==> src/rtl/mem_arb_pkg.sv <==
// Shared types and default widths for the data-memory port arbiter.
package mem_arb_pkg;

  localparam int ADDR_W_DEF = 20;
  localparam int DATA_W_DEF = 24;

  typedef enum logic [1:0] {S_NORMAL, S_FORCE, S_LOCK} arb_state_e;
  typedef enum logic [1:0] {OWN_NONE, OWN_PIPE, OWN_DMA} owner_e;

endpackage

==> src/rtl/arb_sat_counter.sv <==
// Saturating up-counter. Clear wins over increment; clear with increment restarts at 1.
module arb_sat_counter #(
  parameter int W     = 3,
  parameter int LIMIT = 4
) (
  input  logic         clk,
  input  logic         rst,
  input  logic         inc,
  input  logic         clr,
  output logic [W-1:0] cnt,
  output logic         sat
);

  logic [W-1:0] cnt_q, cnt_d;

  always_comb begin
    cnt_d = cnt_q;
    if (clr) begin
      cnt_d = inc ? W'(1) : '0;
    end else if (inc && (cnt_q != W'(LIMIT))) begin
      cnt_d = cnt_q + W'(1);
    end
  end

  always_ff @(posedge clk) begin
    if (rst) cnt_q <= '0;
    else     cnt_q <= cnt_d;
  end

  assign cnt = cnt_q;
  assign sat = (cnt_q == W'(LIMIT));

endmodule

==> src/rtl/mem_port_arbiter.sv <==
// Shares the data-memory port between the pipeline memory stage (priority) and a DMA engine,
// with starvation-forced DMA grants and bounded DMA lock bursts.
module mem_port_arbiter
  import mem_arb_pkg::*;
#(
  parameter int ADDR_W    = ADDR_W_DEF,
  parameter int DATA_W    = DATA_W_DEF,
  parameter int MAX_WAIT  = 4,
  parameter int MAX_BURST = 8
) (
  input  logic              clk,
  input  logic              rst,
  input  logic              pipe_valid,
  input  logic              pipe_we,
  input  logic [ADDR_W-1:0] pipe_addr,
  input  logic [DATA_W-1:0] pipe_wdata,
  output logic              pipe_ready,
  output logic              pipe_rvalid,
  output logic [DATA_W-1:0] pipe_rdata,
  input  logic              dma_valid,
  input  logic              dma_we,
  input  logic [ADDR_W-1:0] dma_addr,
  input  logic [DATA_W-1:0] dma_wdata,
  input  logic              dma_lock,
  output logic              dma_ready,
  output logic              dma_rvalid,
  output logic [DATA_W-1:0] dma_rdata,
  output logic              mem_we,
  output logic [ADDR_W-1:0] mem_addr,
  output logic [DATA_W-1:0] mem_wdata,
  input  logic [DATA_W-1:0] mem_rdata,
  output logic              stall
);

  localparam int WAIT_W = $clog2(MAX_WAIT + 1);
  localparam int BEAT_W = $clog2(MAX_BURST + 1);

  arb_state_e  state_q, state_d;
  owner_e      owner_q, owner_d;
  logic        active_q, active_d;
  logic        gate;
  logic        pipe_grant, dma_grant;
  logic        wait_inc;
  logic [WAIT_W-1:0] wait_cnt;
  logic        wait_sat;
  logic [BEAT_W-1:0] beat_cnt;
  logic        beat_sat;

  // Outputs stay quiet during reset and for the first cycle after it.
  assign gate     = active_q & ~rst;
  assign active_d = 1'b1;

  assign wait_inc = gate & dma_valid & ~dma_grant;

  arb_sat_counter #(.W(WAIT_W), .LIMIT(MAX_WAIT)) u_wait_cnt (
    .clk (clk),
    .rst (rst),
    .inc (wait_inc),
    .clr (~wait_inc),
    .cnt (wait_cnt),
    .sat (wait_sat)
  );

  // Every DMA grant outside S_LOCK that carries dma_lock is beat 1 of a new burst.
  arb_sat_counter #(.W(BEAT_W), .LIMIT(MAX_BURST)) u_beat_cnt (
    .clk (clk),
    .rst (rst),
    .inc (dma_grant & dma_lock),
    .clr (state_q != S_LOCK),
    .cnt (beat_cnt),
    .sat (beat_sat)
  );

  always_comb begin
    pipe_grant = 1'b0;
    dma_grant  = 1'b0;
    state_d    = state_q;
    if (gate) begin
      unique case (state_q)
        S_NORMAL: begin
          if (pipe_valid)     pipe_grant = 1'b1;
          else if (dma_valid) dma_grant  = 1'b1;
          if (dma_grant && dma_lock) begin
            state_d = S_LOCK;
          end else if (dma_valid && !dma_grant &&
                       (wait_sat || (wait_cnt == WAIT_W'(MAX_WAIT - 1)))) begin
            state_d = S_FORCE;
          end
        end
        S_FORCE: begin
          dma_grant = dma_valid;
          state_d   = (dma_valid && dma_lock) ? S_LOCK : S_NORMAL;
        end
        S_LOCK: begin
          // The burst-limit exit cycle is itself the pipeline grant or idle cycle that re-arms locking.
          dma_grant  = dma_valid && dma_lock && (beat_cnt != BEAT_W'(MAX_BURST));
          pipe_grant = beat_sat && pipe_valid;
          state_d    = dma_grant ? S_LOCK : S_NORMAL;
        end
        default: state_d = S_NORMAL;
      endcase
    end
  end

  always_comb begin
    owner_d = OWN_NONE;
    if (pipe_grant && !pipe_we)     owner_d = OWN_PIPE;
    else if (dma_grant && !dma_we)  owner_d = OWN_DMA;
  end

  always_ff @(posedge clk) begin
    if (rst) begin
      state_q  <= S_NORMAL;
      owner_q  <= OWN_NONE;
      active_q <= 1'b0;
    end else begin
      state_q  <= state_d;
      owner_q  <= owner_d;
      active_q <= active_d;
    end
  end

  assign pipe_ready = pipe_grant;
  assign dma_ready  = dma_grant;
  assign stall      = gate & pipe_valid & ~pipe_grant;

  assign mem_we    = (pipe_grant & pipe_we) | (dma_grant & dma_we);
  assign mem_addr  = dma_grant ? dma_addr  : (gate ? pipe_addr  : '0);
  assign mem_wdata = dma_grant ? dma_wdata : (gate ? pipe_wdata : '0);

  // A response in flight when reset arrives is dropped.
  assign pipe_rvalid = ~rst & (owner_q == OWN_PIPE);
  assign dma_rvalid  = ~rst & (owner_q == OWN_DMA);
  assign pipe_rdata  = pipe_rvalid ? mem_rdata : '0;
  assign dma_rdata   = dma_rvalid  ? mem_rdata : '0;

endmodule

==> config.mk <==
export PLATFORM = sky130hd
export DESIGN_NAME = mem_port_arbiter
export DESIGN_NICKNAME = d
export VERILOG_FILES = /design/src/rtl/mem_arb_pkg.sv /design/src/rtl/arb_sat_counter.sv /design/src/rtl/mem_port_arbiter.sv
export SDC_FILE = /design/constraint.sdc
export NUM_CORES = 1
export LEC_CHECK = 0
export BUFFER_PORTS_ARGS = -buffer_cell sky130_fd_sc_hd__buf_4
export CORE_AREA = 2 2 84 86
export CTS_CLUSTER_SIZE = 25
export DETAILED_ROUTE_END_ITERATION = 8
export DIE_AREA = 0 0 86 88
export PLACE_DENSITY = 0.69
export SYNTH_ARGS = -nofsm -noshare
export SYNTH_HDL_FRONTEND = slang
export SYNTH_HIERARCHICAL = 1
export SYNTH_SLANG_ARGS = --single-unit
==> constraint.sdc <==
create_clock -name clk -period 5.6 [get_ports clk]
set_clock_uncertainty 0.05 [all_clocks]
set_input_delay 0.56 -clock clk [delete_from_list [all_inputs] [get_ports clk]]
set_output_delay 0.56 -clock clk [all_outputs]
set_load 0.1 [all_outputs]
==> impl_metrics.ini, run 1 <==
[run_status]
status = finished, final reports clean

[cts]
clock_latency_ns = 0.24
clock_sinks = 12
cts_resized = 0
ctsHoldBuffers = 0
cts_buffer_depth = 2
cts_htree_levels = 1
cts_tree = built
post-cts-setup-buffers = 0
cts_root_buffer = clkbuf_8
numCtsBuffers = 3
clkSlewWorstSetupHoldPaths_ns = 0.06

[die]
row_count = 30
die_h_um = 88
coreArea_sq_um = 6640
die-area_sq_um = 7570
die_x_um = 86
pin_count = 217
floorplan.initialDensity = 0.275

[drt]
via_count = 2471
drt_iter0_markers = 31
ant_nets = 0
firstDrtPassIters = 4
wl_per_cell_um = 12.2
viasPerCell = 4.40
drc = 0
wl_um = 6820

[sta]
drv_slew = 0
worst_slew_pin_slew_ns = 1.05
hold_viol_final = 0
setup_violations = 0
period_needed_ns = 3.49
setup-tns-final_ns = 0
slew_headroom = 0.299
fmaxAchievable_ghz = 0.286
rsz0062_at_grt = no
fin_crit_sh = 0.624

[yosys]
synth_top_area_share = 0.247
ys.flop_type = dfxtp_1
ys_warn_count = 6
synth_top_area_cell = mux2i_1
synth_area_leaders = mux2i_1 (25%), and2_1 (17%), dfxtp_1 (13%), inv_1 (11%), nand2_1 (10%)
yosysMostFrequentCell = inv_1
synth_seq_cells = 12
ys_types = 40
netlist_top_cells_count = inv_1 (53), nand2_1 (51), and2_1 (50), mux2i_1 (45), dfxtp_1 (12)
syn_inst = 273
synth_edf_count = 0
syn_area_sq_um = 1820
synth_nets = 396
postSynthAreaPerCell_sq_um = 6.68
ys_async_sr_fraction = 0
yosysSeqAreaShare = 0.132

[min_path]
hold_end = owner_q[1]
min_path_type = in -> reg
min_from = dma_we
hold_depth = 2

[placement]
place_inst = 557
hpwl_um = 5850
port_buffers = 216
gp_congestion = 0.794
place_area_sq_um = 3510

[critical_path]
startpoint = u_beat_cnt/cnt[3]
critPathTopFamily = buffers and inverters
r2r_start = u_beat_cnt/cnt[3]
timing.critical_path.buf_inv = 2
rr_endpoint = u_wait_cnt/cnt[1]
critPathRequiredTime_ns = 4.99
r2r_slack_ns = 2.66
cp-start-kind = flip-flop
critPathSlowestCell = o21ai_4
r2r_cells = 8
cp.arrival_ns = 2.88
path_cells = nor4b_1 -> nor3_1 -> o21ai_4 -> buf_4 -> mux2i_1 -> buf_4
cpMostUsedCell = buf_4
slowest_delay_ns = 0.70
worstSetupPathType = reg -> out
cp-end-kind = output pin
crit_fanout = 28

[power]
max-vdd-ir-drop_v = 0.0000924
total_power_mw = 0.482
power.density_nw_per_um2 = 135
p_leak_nw = 2.24

[grt]
grt_overflow = 0
grt_pass1_wl_um = 10000
grt_pass1_vias = 2246
antenna_found_initial = 0
track_usage = 0.161
grt_max_degree = 47

[finish]
antenna_cells = 0
drive_above_1_share = 0.480
nNetsFinal = 605
fin_area_sq_um = 3560
stdcell_count = 561
area_growth_pct = 95.3

[run]
drv_cap = 0
[worst register-to-register path, stage by stage (launching register included)]
cell and delay, ns:
dfxtp_1 0.41, nor4b_1 0.29, nor3_1 0.13, o21ai_4 0.70, buf_4 0.53, and2_1 0.26, a21boi_2 0.21, mux2i_1 0.20
nor3_1 0.06
[layer usage]
metal  share of wire  track usage  wire length [um]
met1            0.35        0.173              2420
met2            0.54        0.321              3680
met3            0.10       0.0377               701
met4          0.0037       0.0260                25
met5               0            0                 0
[power by group]
part | total, mW | leakage, nW | internal (mW) | switching, mW
clock | 0.0951 | 0.0288 | 0.0621 | 0.0330
combinational | 0.299 | 2.12 | 0.0963 | 0.203
sequential | 0.0876 | 0.0973 | 0.0866 | 0.00106
total | 0.482 | 2.24 | 0.245 | 0.237
[final cells by class]
cell class / instances / area (sq um)
multi-input cells: 192 / 1320
fillers: 682 / 3080
repair buffers: 218 / 1640
flip-flops and latches: 12 / 240
inverters: 55 / 206
clock buffers: 4 / 55.1
well taps: 80 / 100
[placed cells by master (no fill, tap or decap), types with 2 or more instances in the layout]
cell type and n:
nor3_1 3, ha_1 4, dfxtp_1 12, nor3b_2 2, nand2b_1 2, o21ai_0 2, nand2_1 51, inv_2 2
or3_1 2, mux2i_1 45, nor2_1 3, clkbuf_8 4, inv_1 53, and2_1 50, a21oi_1 6, buf_4 218
[registers in the layout, summed over array words and instances, names as in the netlist]
| register | flops |
|---|---|
| state_q | 2 |
| u_beat_cnt/cnt | 4 |
| owner_q | 2 |
| u_wait_cnt/cnt | 3 |
| active_q | 1 |
[worst max-delay path by stage]
stage                    end  slack (ns)  cells past startpoint
5_1_grt         mem_wdata[0]        1.87                      6
6_report        mem_addr[16]        2.11                      6
3_5_place_dp     mem_addr[5]        2.31                      7
3_3_place_gp          mem_we        2.34                      8
2_1_floorplan  dma_rdata[14]        2.16                      3
4_1_cts          mem_addr[5]        2.07                      6
[kinds of logic (layout without fill, tap and decap cells)]
kind of cell | count (synthesis) | in the layout | share of synthesized area
simple gates | 122 | 122 | 0.353
xor+xnor | 1 | 1 | 0.00480
flops | 12 | 12 | 0.132
compound gates | 20 | 20 | 0.0823
mux | 45 | 45 | 0.247
fa+ha+maj | 4 | 4 | 0.0274
buf+inv | 69 | 277 | 0.154
[per-stage QoR]
| stage | setup WS (ns) | utilization | hold slack, ns |
|---|---|---|---|
| 6_report | 2.11 | 0.536 | 0.444 |
| 3_3_place_gp | 2.34 | 0.528 | 0.469 |
| 4_1_cts | 2.07 | 0.536 | 0.441 |
| 2_1_floorplan | 2.16 | - | 0.422 |
| 5_1_grt | 1.87 | 0.536 | 0.445 |
| 3_5_place_dp | 2.31 | 0.528 | 0.455 |
No activity file was read; power rests on OpenSTA's default activity.
==> run 2, diff against run 1 <==
--- a/config.mk
+++ b/config.mk
@@ -5,12 +5,13 @@
 export SDC_FILE = /design/constraint.sdc
 export NUM_CORES = 1
 export LEC_CHECK = 0
+export ABC_AREA = 1
 export BUFFER_PORTS_ARGS = -buffer_cell sky130_fd_sc_hd__buf_4
-export CORE_AREA = 2 2 84 86
+export CORE_AREA = 2 2 83 85
 export CTS_CLUSTER_SIZE = 25
 export DETAILED_ROUTE_END_ITERATION = 8
-export DIE_AREA = 0 0 86 88
-export PLACE_DENSITY = 0.69
+export DIE_AREA = 0 0 85 87
+export PLACE_DENSITY = 0.74
 export SYNTH_ARGS = -nofsm -noshare
 export SYNTH_HDL_FRONTEND = slang
 export SYNTH_HIERARCHICAL = 1
==> constraint.sdc (replaced) <==
create_clock -name clk -period 3 [get_ports clk]
set_clock_uncertainty 0.05 [all_clocks]
set_input_delay 0.3 -clock clk [delete_from_list [all_inputs] [get_ports clk]]
set_output_delay 0.3 -clock clk [all_outputs]
set_load 0.1 [all_outputs]
==> impl_metrics.ini, run 2 <==
[drt]
wl_um = 7720
drc = 0
ant_nets = 0
firstDrtPassIters = 4
drt_iter0_markers = 99
wl_per_cell_um = 12.1
via_count = 2990
viasPerCell = 4.68

[placement]
hpwl_um = 6290
pre_cts_ws_ns = 0.831
place_area_sq_um = 3620
port_buffers = 216
gp_congestion = 0.880

[yosys]
synth_edf_count = 0
syn_inst = 356
ys.flop_type = dfxtp_1
netlist_top_cells_count = inv_1 (100), nor2_1 (67), nand4_1 (47), o21ai_0 (39), nand2_1 (25)
yosysSeqAreaShare = 0.129
synth_seq_cells = 12
syn_area_sq_um = 1860
synth_nets = 479
postSynthAreaPerCell_sq_um = 5.23
synth_top_area_share = 0.201
ys_async_sr_fraction = 0
yosysMostFrequentCell = inv_1
ys_warn_count = 6
ys_types = 19
synth_top_area_cell = inv_1
synth_area_leaders = inv_1 (20%), nand4_1 (16%), nor2_1 (13%), dfxtp_1 (13%), o21ai_0 (10%)

[critical_path]
cp.arrival_ns = 2.05
r2r_slack_ns = 0.82
critPathRequiredTime_ns = 2.65
r2r_start = state_q[0]
cp-start-kind = flip-flop
crit_fanout = 26
r2r_cells = 12
rr_endpoint = u_wait_cnt/cnt[1]
worstSetupPathType = reg -> out
cp-end-kind = output pin

[sta]
drv_slew = 0
worst_slew_pin_slew_ns = 1.11
period_needed_ns = 2.40
slew_headroom = 0.256
rsz0062_at_grt = no
setup_violations = 0
fmaxAchievable_ghz = 0.417
fin_crit_sh = 0.799
hold_viol_final = 0
timing.final.ws_setup_ns = 0.602

[min_path]
hold_depth = 2
min_path_type = in -> reg
min_from = rst
hold_end = u_wait_cnt/cnt[0]

[run]
drv_cap = 0

[cts]
cts_tree = built
post-cts-setup-buffers = 0
ctsHoldBuffers = 0
clock_latency_ns = 0.24
cts_htree_levels = 1
clkSlewWorstSetupHoldPaths_ns = 0.06
cts_buffer_depth = 2
cts_resized = 0
numCtsBuffers = 3
clock_sinks = 12
cts_root_buffer = clkbuf_8

[grt]
grt_overflow = 0
track_usage = 0.199
antenna_found_initial = 0
grt_max_degree = 47
grt_pass1_vias = 2790
grt_pass1_wl_um = 12400

[power]
max-vdd-ir-drop_v = 0.000142
p_leak_nw = 2.16
power.density_nw_per_um2 = 256
total_power_mw = 0.942

[finish]
antenna_cells = 0
final_common_cell = buf_4
nNetsFinal = 683
final_cell_mix = buf_4 (220), inv_1 (100), nand4_1 (47)
area_growth_pct = 97.4
nFillCells = 630
largest_reg_flops = 4
fin_area_sq_um = 3680
post-route-util = 0.560
drive_above_1_share = 0.492

[die]
row_count = 30
die-area_sq_um = 7400
die_h_um = 87
coreArea_sq_um = 6570
pin_count = 217
die_x_um = 85
floorplan.initialDensity = 0.284

[run_status]
status = finished, final reports clean
[run 2: changes by cell type after synthesis, moves of 3 or more]
cell / before / now
nor2_1: 3 / 67
and2_1: 50 / 0
inv_1: 53 / 100
nand4_1: 1 / 47
mux2i_1: 45 / 0
o21ai_0: 2 / 39
nand2_1: 51 / 25
nand3_1: 1 / 14
clkbuf_1: 7 / 17
o21ai_2: 1 / 10
nand2_2: 0 / 5
buf_4: 3 / 0
[run 2: where the power goes]
| part | switching, mW | leakage, nW | internal, mW |
|---|---|---|---|
| logic | 0.413 | 2.04 | 0.182 |
| clock network | 0.0656 | 0.0288 | 0.116 |
| registers | 0.00239 | 0.0973 | 0.162 |
[run 2: worst max-delay path by stage]
stage | from | endpoint | slack (ns) | depth (start not counted)
after floorplan | state_q[0] | mem_addr[10] | -0.49 | 8
after global placement | state_q[0] | mem_wdata[21] | 0.91 | 9
after detailed placement | state_q[0] | u_wait_cnt/cnt[0] | 0.83 | 13
after CTS | state_q[0] | mem_wdata[19] | 0.56 | 9
after global routing | state_q[0] | mem_addr[0] | 0.39 | 9
final | state_q[0] | mem_wdata[19] | 0.60 | 9
[run 2: worst max-delay path: stages (launching register included)]
cell and delay [ns]:
dfxtp_1 0.32, inv_1 0.10, nand2_1 0.11, nor2_1 0.13, nand2_2 0.07, nand2_1 0.06
nand2_2 0.26, buf_12 0.28, o21ai_1 0.14, buf_4 0.31
[run 2: cell type report]
class	instances	area [sq um]	area share
Timing Repair Buffer	221	1670	0.454
Multi-Input combinational cell	221	1230	0.335
Inverter	101	379	0.103
Sequential cell	12	240	0.0653
Tap cell	80	100	0.0272
Clock buffer	4	55.1	0.0150
[run 2: stage by stage]
step | hold slack (ns) | std cells | TNS (ns)
finish | 0.251 | 639 | 0
global route | 0.260 | 639 | 0
CTS | 0.254 | 639 | 0
detailed placement | 0.450 | 635 | 0
global placement | 0.438 | 635 | 0
floorplan | 0.312 | 356 | -4.93
[run 2: logic make-up (layout without fill, tap and decap cells)]
logic type	count (synthesis)	after routing	share of synthesized area
AOI/OAI and AO/OA	55	55	0.172
DFF	12	12	0.129
and+or+nand+nor	162	162	0.414
buffers and inverters	123	326	0.258
adders and majority gates	4	4	0.0269
[run 2: metal layers]
metal / share of wire / track usage / vias up
met3: 0.095 / 0.0370 / 6
met2: 0.54 / 0.399 / 148
met5: 0 / 0 / -
met4: 0.0084 / 0.0375 / 0
li1: - / - / 1525
met1: 0.36 / 0.217 / 1311
==> run 3, diff against run 2 <==
==> constraint.sdc (replaced) <==
create_clock -name clk -period 2.1 [get_ports clk]
set_clock_uncertainty 0.05 [all_clocks]
set_input_delay 0.21 -clock clk [delete_from_list [all_inputs] [get_ports clk]]
set_output_delay 0.21 -clock clk [all_outputs]
set_load 0.1 [all_outputs]
==> impl_metrics.ini, run 3 (synthesis results as in run 2) <==
[sta]
period_needed_ns = 2.06
worst_slew_pin_slew_ns = 0.654
rsz0062_at_grt = yes
hold_ws_ns = 0.174
drv_slew = 0
hold_viol_final = 0
fin_crit_sh = 0.981
setup_violations = 0
slew_headroom = 0.564
fmaxAchievable_ghz = 0.486

[critical_path]
crit_fanout = 11
worstSetupPathType = reg -> out
rr_endpoint = u_wait_cnt/cnt[0]
cp-end-kind = output pin
critPathRequiredTime_ns = 1.84
r2r_cells = 14
cp.arrival_ns = 1.80
r2r_slack_ns = 0.24
r2r_start = state_q[0]
cp-start-kind = flip-flop

[die]
floorplan.initialDensity = 0.284
die_x_um = 85
die-area_sq_um = 7400
pin_count = 217
coreArea_sq_um = 6570
row_count = 30
die_h_um = 87

[finish]
post-route-util = 0.729
fin_area_sq_um = 4790
largest_reg_flops = 4
drive_above_1_share = 0.603
antenna_cells = 0
area_growth_pct = 157
final_cell_mix = buf_4 (174), inv_1 (98), nand4_1 (47)
nFillCells = 482
register_area_sq_um = 241
nNetsFinal = 691
multi_input_area_sq_um = 1840
final_common_cell = buf_4

[placement]
gp_congestion = 0.889
place_area_sq_um = 4250
hpwl_um = 7150
port_buffers = 216

[cts]
cts_root_buffer = clkbuf_8
clkSlewWorstSetupHoldPaths_ns = 0.05
cts_buffer_depth = 2
cts_htree_levels = 1
numCtsBuffers = 3
clock_latency_ns = 0.24
cts_tree = built
clock_sinks = 12

[run]
drv_cap = 0

[power]
p_leak_nw = 2.44
max-vdd-ir-drop_v = 0.000291
sw_frac_of_total = 0.501
power.density_nw_per_um2 = 324
combPwrFrac = 0.686
p_seq_frac = 0.152
pwr-share-clk = 0.162
switchingPower_mw = 0.777
p_int_mw = 0.774

[drt]
firstDrtPassIters = 4
drc = 0
via_count = 3155
viasPerCell = 4.88
wl_per_cell_um = 14.7
drt_iter0_markers = 130
wl_um = 9530
ant_nets = 0

[grt]
grt_pass1_vias = 3064
track_usage = 0.228
grt_overflow = 0
antenna_found_initial = 0
grt_pass1_wl_um = 14100
grt_max_degree = 47

[run_status]
status = finished, final reports clean

[min_path]
min_from = rst
hold_end = u_wait_cnt/cnt[0]
hold_depth = 2
min_path_type = in -> reg
-- run 3: cell types whose count changed in the layout (fill, tap and decap cells not counted), sizes merged --
cell / delta
bufbuf: +1
buf: +7
-- run 3: critical path, cell delays in order, from the launching register on --
cell and delay, ns:
dfxtp_1 0.33, inv_2 0.09, nand2_2 0.08, nor2_1 0.11, nand2_2 0.09, nand2_2 0.08, nand2_4 0.06, bufbuf_16 0.31
o21ai_2 0.15, buf_6 0.25
-- run 3: worst max-delay path by stage --
stage / from / to / slack (ns)
CTS: state_q[0] / mem_wdata[9] / 0.002
global route: state_q[0] / mem_addr[1] / -0.03
global placement: state_q[0] / mem_addr[12] / 0.26
finish: state_q[0] / mem_addr[1] / 0.04
detailed placement: state_q[0] / mem_addr[19] / 0.24
floorplan: state_q[0] / mem_addr[0] / -0.50
-- run 3: power by group through the flow --
stage	clock network, mW	logic, mW	registers (mW)
6_report	0.251	1.06	0.235
5_1_grt	0.270	1.11	0.236
4_1_cts	0.258	0.980	0.235
3_5_place_dp	0	0.954	0.240
3_3_place_gp	0	0.945	0.240
2_1_floorplan	0	0.647	0.239
-- run 3: cell type report --
cell class,instances,area share
clock buffer,4,0.0115
inverter,101,0.0797
sequential,12,0.0504
tap,80,0.0209
multi-input combinational,221,0.385
timing repair buffer,229,0.453
-- run 3: metal layers --
layer	vias to the layer above	part of all wire	global-route usage
li1	1547	-	-
met1	1426	0.33	0.255
met2	166	0.55	0.428
met3	16	0.095	0.0540
met4	0	0.024	0.0620
met5	-	0	0
-- run 3: per-stage QoR --
stage | setup TNS, ns | power (mW) | cells | setup WS (ns)
6_report | 0 | 1.55 | 647 | 0.0406
5_1_grt | -0.168 | 1.61 | 647 | -0.0327
4_1_cts | 0 | 1.47 | 647 | 0.00160
3_5_place_dp | 0 | 1.19 | 639 | 0.237
3_3_place_gp | 0 | 1.18 | 639 | 0.261
2_1_floorplan | -10.89 | 0.887 | 356 | -0.503
-- run 3: repair_timing --
action | in CTS | in global routing
hold buffers | 0 | 0
cloned | 2 | 0
pin swaps | 1 | 0
gates resized for setup | 16 | 85
endpoints found under the setup margin | 46 | 48
buffers inserted | 2 | 0
